===== src/rtl/ifetch_pkg.sv =====
`default_nettype none
// +----------------------------------------------------------------------+
// | Module      : ifetch_pkg                                             |
// | Description : Shared definitions for the instruction-fetch           |
// |               controller: default widths, FSM state encoding and     |
// |               the HALT opcode.                                       |
// | Revision    : 1.0 - initial release                                  |
// +----------------------------------------------------------------------+
package ifetch_pkg;

    // Default instruction address / word widths
    localparam int ADDR_W_DEF = 16;
    localparam int DATA_W_DEF = 16;

    // Fetch FSM state encoding
    localparam int               ST_W    = 3;
    localparam logic [ST_W-1:0] ST_IDLE = 3'd0;
    localparam logic [ST_W-1:0] ST_REQ  = 3'd1;
    localparam logic [ST_W-1:0] ST_WAIT = 3'd2;
    localparam logic [ST_W-1:0] ST_HOLD = 3'd3;
    localparam logic [ST_W-1:0] ST_HALT = 3'd4;

    // Top opcode nibble that stops fetching when halt detection is built in
    localparam logic [3:0] HALT_OPCODE = 4'hF;

endpackage
`default_nettype wire


===== src/rtl/ifetch_hold_reg.sv =====
`default_nettype none
// +----------------------------------------------------------------------+
// | Module      : ifetch_hold_reg                                        |
// | Description : Width-parameterised holding register made of per-bit  |
// |               dff cells with synchronous reset and write enable.     |
// | Revision    : 1.0 - initial release                                  |
// +----------------------------------------------------------------------+
module ifetch_hold_reg #(
    parameter int WIDTH = 16
) (
    input  logic             clk,
    input  logic             rst,
    input  logic             i_wen,
    input  logic [WIDTH-1:0] i_d,
    output logic [WIDTH-1:0] o_q
);

    logic [WIDTH-1:0] r_q;

    generate
        for (genvar gi = 0; gi < WIDTH; gi++) begin : g_bit
            // One dff cell per bit: clear on reset, load when enabled
            always_ff @(posedge clk) begin
                if (rst) begin
                    r_q[gi] <= 1'b0;
                end else if (i_wen) begin
                    r_q[gi] <= i_d[gi];
                end
            end
        end
    endgenerate

    assign o_q = r_q;

endmodule
`default_nettype wire


===== src/rtl/ifetch_ctrl.sv =====
`default_nettype none
// +----------------------------------------------------------------------+
// | Module      : ifetch_ctrl                                            |
// | Description : Instruction-fetch controller. Issues one read per      |
// |               instruction to a multi-cycle memory, holds the word    |
// |               until decode accepts it, then pulses pc_wen. Handles   |
// |               branch-flush redirects. Optional HALT detection is     |
// |               built in when IFETCH_HALT_DETECT_EN is defined.        |
// | Revision    : 1.0 - initial release                                  |
// +----------------------------------------------------------------------+
module ifetch_ctrl
    import ifetch_pkg::*;
#(
    parameter int ADDR_W = ADDR_W_DEF,
    parameter int DATA_W = DATA_W_DEF
) (
    input  logic              clk,
    input  logic              rst,
    input  logic [ADDR_W-1:0] pc_val,
    output logic              pc_wen,
    input  logic              flush,
    output logic              mem_rd_en,
    output logic [ADDR_W-1:0] mem_addr,
    input  logic [DATA_W-1:0] mem_data,
    input  logic              mem_data_valid,
    output logic [DATA_W-1:0] inst,
    output logic [ADDR_W-1:0] inst_pc,
    output logic              inst_valid,
    input  logic              inst_ready,
    output logic              halted
);

    logic [ST_W-1:0]   r_state;
    logic              r_drop;     // in-flight word must be discarded

    logic [ADDR_W-1:0] w_addr_q;
    logic [DATA_W-1:0] w_inst_q;
    logic [ADDR_W-1:0] w_inst_pc_q;
    logic              w_capture;
    logic              w_accept;
    logic              w_is_halt;

    // A returning word is kept only in WAIT, with no pending or concurrent flush
    assign w_capture = (r_state == ST_WAIT) && mem_data_valid && !r_drop && !flush;

    // Decode takes the held word; a flush in the same cycle cancels it
    assign w_accept = (r_state == ST_HOLD) && inst_ready && !flush;

`ifdef IFETCH_HALT_DETECT_EN
    assign w_is_halt = (w_inst_q[DATA_W-1 -: 4] == HALT_OPCODE);
`else
    assign w_is_halt = 1'b0;
`endif

    // Address of the outstanding request, captured while it is issued
    ifetch_hold_reg #(.WIDTH(ADDR_W)) u_addr_reg (
        .clk   (clk),
        .rst   (rst),
        .i_wen (r_state == ST_REQ),
        .i_d   (pc_val),
        .o_q   (w_addr_q)
    );

    // Returned instruction word presented to IF/ID
    ifetch_hold_reg #(.WIDTH(DATA_W)) u_inst_reg (
        .clk   (clk),
        .rst   (rst),
        .i_wen (w_capture),
        .i_d   (mem_data),
        .o_q   (w_inst_q)
    );

    // Address that belongs to the held instruction word
    ifetch_hold_reg #(.WIDTH(ADDR_W)) u_inst_pc_reg (
        .clk   (clk),
        .rst   (rst),
        .i_wen (w_capture),
        .i_d   (w_addr_q),
        .o_q   (w_inst_pc_q)
    );

    // Fetch sequencing: request, wait for memory, hold for decode, redirect on flush
    always_ff @(posedge clk) begin
        if (rst) begin
            r_state <= ST_IDLE;
            r_drop  <= 1'b0;
        end else begin
            case (r_state)
                ST_IDLE: begin
                    r_state <= ST_REQ;
                end
                ST_REQ: begin
                    // The read has already gone out; a flush only marks it stale
                    r_state <= ST_WAIT;
                    r_drop  <= flush;
                end
                ST_WAIT: begin
                    if (mem_data_valid) begin
                        r_state <= (r_drop || flush) ? ST_REQ : ST_HOLD;
                        r_drop  <= 1'b0;
                    end else if (flush) begin
                        r_drop  <= 1'b1;
                    end
                end
                ST_HOLD: begin
                    if (flush) begin
                        r_state <= ST_REQ;
`ifdef IFETCH_HALT_DETECT_EN
                    end else if (inst_ready) begin
                        r_state <= w_is_halt ? ST_HALT : ST_REQ;
`else
                    end else if (inst_ready) begin
                        r_state <= ST_REQ;
`endif
                    end
                end
`ifdef IFETCH_HALT_DETECT_EN
                ST_HALT: begin
                    if (flush) begin
                        r_state <= ST_REQ;
                    end
                end
`endif
                default: begin
                    r_state <= ST_IDLE;
                    r_drop  <= 1'b0;
                end
            endcase
        end
    end

    // Outputs are forced to zero while reset is asserted so nothing leaks mid-reset
    assign mem_rd_en  = !rst && (r_state == ST_REQ);
    assign mem_addr   = mem_rd_en ? pc_val : '0;
    assign inst_valid = !rst && (r_state == ST_HOLD);
    assign pc_wen     = !rst && w_accept && !w_is_halt;
    assign inst       = rst ? '0 : w_inst_q;
    assign inst_pc    = rst ? '0 : w_inst_pc_q;

`ifdef IFETCH_HALT_DETECT_EN
    assign halted = !rst && (r_state == ST_HALT);
`else
    assign halted = 1'b0;
`endif

endmodule
`default_nettype wire


===== config.mk =====
export PLATFORM = sky130hd
export DESIGN_NAME = ifetch_ctrl
export DESIGN_NICKNAME = d
export VERILOG_FILES = /design/src/rtl/ifetch_pkg.sv /design/src/rtl/ifetch_hold_reg.sv /design/src/rtl/ifetch_ctrl.sv
export SDC_FILE = /design/constraint.sdc
export NUM_CORES = 1
export LEC_CHECK = 0
export ABC_CLOCK_PERIOD_IN_PS = 1460
export BUFFER_PORTS_ARGS = -buffer_cell sky130_fd_sc_hd__buf_2
export CORE_MARGIN = 2
export CORE_UTILIZATION = 40
export CTS_CLUSTER_DIAMETER = 200
export DETAILED_ROUTE_END_ITERATION = 6
export GPL_TIMING_DRIVEN = 0
export PLACE_DENSITY = 0.68
export SYNTH_ARGS = -nofsm -noshare
export SYNTH_HDL_FRONTEND = slang
export SYNTH_SLANG_ARGS = --single-unit
export TNS_END_PERCENT = 30

===== constraint.sdc =====
create_clock -name clk -period 1.46 [get_ports clk]
set_input_delay 0.292 -clock clk [delete_from_list [all_inputs] [get_ports clk]]
set_output_delay 0.292 -clock clk [all_outputs]
set_load 0.05 [all_outputs]

==> impl_results.md <==
- Status: finished with violations
- Violated checks: negative setup slack
- Diodes inserted: 0
- Die W: 79.9 microns
- Worst-Skew Late Latency: 0.30 ns
- Synth top area cells: dfxtp_1 (44%), nand2_1 (10%), nor2b_1 (9.8%)
- CTS tree: done
- H-tree Lvls: 2
- Syn nets: 312
- Post-route worst setup slack: -0.348 ns
- Net count, final: 412
- Num CTS Buffers: 5
- Required time worst endpoint: 1.17 ns
- Most common cell in the synthesized netlist: nand2_1
- Root buffer cell: clkbuf_8
- Share of layout cells above drive strength 1: 47.5%
- Post-synthesis mux area share: 6.94%
- Post-synth EDFFs: 0
- Syn Inst Count: 272
- Maximum VDD drop: 0.691 mV
- Top cell type's share of synthesized area: 44.3%
- Post-synthesis xor/xnor area fraction: 0%
- Post-layout power: 3310 uW
- Vias/cell: 4.79
- IO Count: 89
- Largest net degree at the start of global routing: 17
- Post-Synth Simple-Gate Area: 29.9%
- Synth Register Bits: 51
- Period utilization: 124%
- CP Class: reg -> out
- Final Max Tran Viols: 0
- Core box area: 5540 sq um
- Placed cell areas: 2900 sq um
- Leakage power: 0.00142 uW
- Final HPWL DP: 4030 microns
- Synth Area in Compound Gates: 11.0%
- Post-Route WL: 6040 microns
- Antenna violations before repair: 0
- Post-synthesis adder-cell area fraction: 1.63%
- Chip Height: 79.9 microns
- Worst rel slew slack: 55.0%
- First-pass GRT wire length: 9600 microns
- Async set-or-reset flop fraction in the synthesized netlist: 0%
- Starting Density: 41.6%
- R2r endpoint: u_inst_pc_reg.o_q[0]
- Vias in the first global route: 2059
- Synth warn: 0
- Routed len/inst: 13.6 microns
- Worst hold path type: in -> reg
- Worst Hold Launch: mem_data[7]
- Row cnt: 27
- Tightest Pin Transition: 0.674 ns
- DRC Markers: 0
- Cell variety after synth: 23
- Fill count: 488
- Syn Area/Cell: 8.48 sq um
- R2R setup slack: 0 ns
- Sink Count: 51
- Crit path launch: r_state[1]
- Largest family of logic cells by synthesized area: simple AND/OR/NAND/NOR gates
- CTS max path bufs: 2
- Cts hold-fix bufs: 0
- Hold Crit Depth: 3
- Fmax: 553 MHz
- Worst r2r path cells: 8
- Setup-failing EPs final: 19
- Max-cap check violation count: 0
- Commonest cells in the netlist: nand2_1 (64), dfxtp_1 (51), nor2b_1 (36)
- Buffers added on ports: 87
- RR Startpoint: r_state[0]
- Final min period: 1.81 ns
- Final Wtd Congestion: 0.770
- DRT iter0 DRCs: 92
- Sequential fraction of the synthesis area: 44.3%
- Syn-to-layout area delta: 50.7%
- Congestion Overflow GR: 0
- Skew final: 0.00425 ns
- Final Hold Fails: 0
- RSZ-0062 raised after global routing: yes
- Clock transition at path regs: 0.09 ns
- Setup crit start kind: flip-flop
- Via count: 2133
- DIE AREA: 6390 sq um
- Final instance area: 3480 sq um
- Most used DFF post-synth: dfxtp_1
- Total GRT Usage: 19.2%
- Critical path arrival: 1.52 ns
- Yosys top cell by area: dfxtp_1
- WHS: 0.212 ns
- CP Max Fanout: 5
- Total negative setup slack: -5.79 ns
- Pwr dens: 952 nW/um^2
- ANT nets after route: 0
- Hold Path End: u_inst_reg.o_q[7]
- Crit. End Element: output port
- Synth Cell Area: 2310 sq um
- First drt pass iteration count: 4
==> worst max-delay path by stage <==
| stage | endpoint |
|---|---|
| 2_1_floorplan | inst[10] |
| 3_3_place_gp | inst_pc[0] |
| 3_5_place_dp | inst_pc[0] |
| 4_1_cts | mem_addr[9] |
| 5_1_grt | mem_addr[2] |
| 6_report | mem_addr[10] |
==> what timing repair did <==
item	4_1_cts	5_1_grt
setup endpoints to repair	88	72
pin swaps	10	2
setup buffers	4	0
cloned	1	1
resized for setup	87	42
==> layout by cell type, fill, tap and decap left out, types with 2 or more instances in the layout <==
cell type	instances
nor2b_2	9
buf_8	12
o21ai_0	4
clkbuf_8	8
nor2_1	16
dfxtp_1	49
a21oi_1	10
nand2_2	4
buf_4	17
and2_1	7
nand2_1	60
mux2i_1	16
a21oi_2	24
nor2b_1	25
nor3b_1	2
clkbuf_1	3
buf_6	25
nor2b_4	2
ha_4	3
buf_2	51
and2_4	9
==> where the power goes <==
part           internal (uW)  switching, uW
logic                    370            452
clock network            511            469
registers               1470           42.5
==> routing by layer <==
metal  wire length, microns  track usage (%)
met5                      0                0
met3                    229             3.28
met2                   3230             34.6
met1                   2520             23.4
met4                     63             5.42
==> worst max-delay path, cell delays in order (launching register included) <==
cell and delay (ns):
dfxtp_2 0.33, inv_2 0.07, ha_4 0.12, nor2b_4 0.21, clkbuf_8 0.19, and2_4 0.15, buf_8 0.14
==> cell families (layout without fill, tap and decap cells) <==
family | count (synthesis) | count (layout)
flops | 51 | 51
simple gates | 140 | 140
compound gates | 38 | 38
fa+ha+maj | 3 | 3
mux | 16 | 16
other cells | 1 | 1
buf+inv | 23 | 124
==> registers in the layout, indices dropped and copies added (netlist names) <==
register,count
u_addr_reg.o_q,16
u_inst_pc_reg.o_q,16
r_state,2
r_drop,1
u_inst_reg.o_q,16
==> final cells by class <==
| type | instances | area [sq um] | share of cell area (%) |
|---|---|---|---|
| multi-input cells | 198 | 1310 | 37.6 |
| flip-flops and latches | 51 | 1030 | 29.5 |
| repair buffers | 93 | 752 | 21.6 |
| plain buffers | 21 | 179 | 5.15 |
| well taps | 72 | 90.1 | 2.59 |
| clock buffers | 5 | 68.8 | 1.98 |
| clock inverters | 3 | 43.8 | 1.26 |
| inverters | 2 | 10.0 | 0.288 |
==> through the flow <==
stage	std cells	worst slack (ns)	utilization [%]
final	445	-0.348	62.7
after global routing	445	-0.410	62.7
after CTS	444	-0.335	59.8
after floorplan	272	-0.183	-
after detailed placement	431	-0.326	52.3
after global placement	431	-0.313	52.3
No activity file was read; power rests on OpenSTA's default activity.
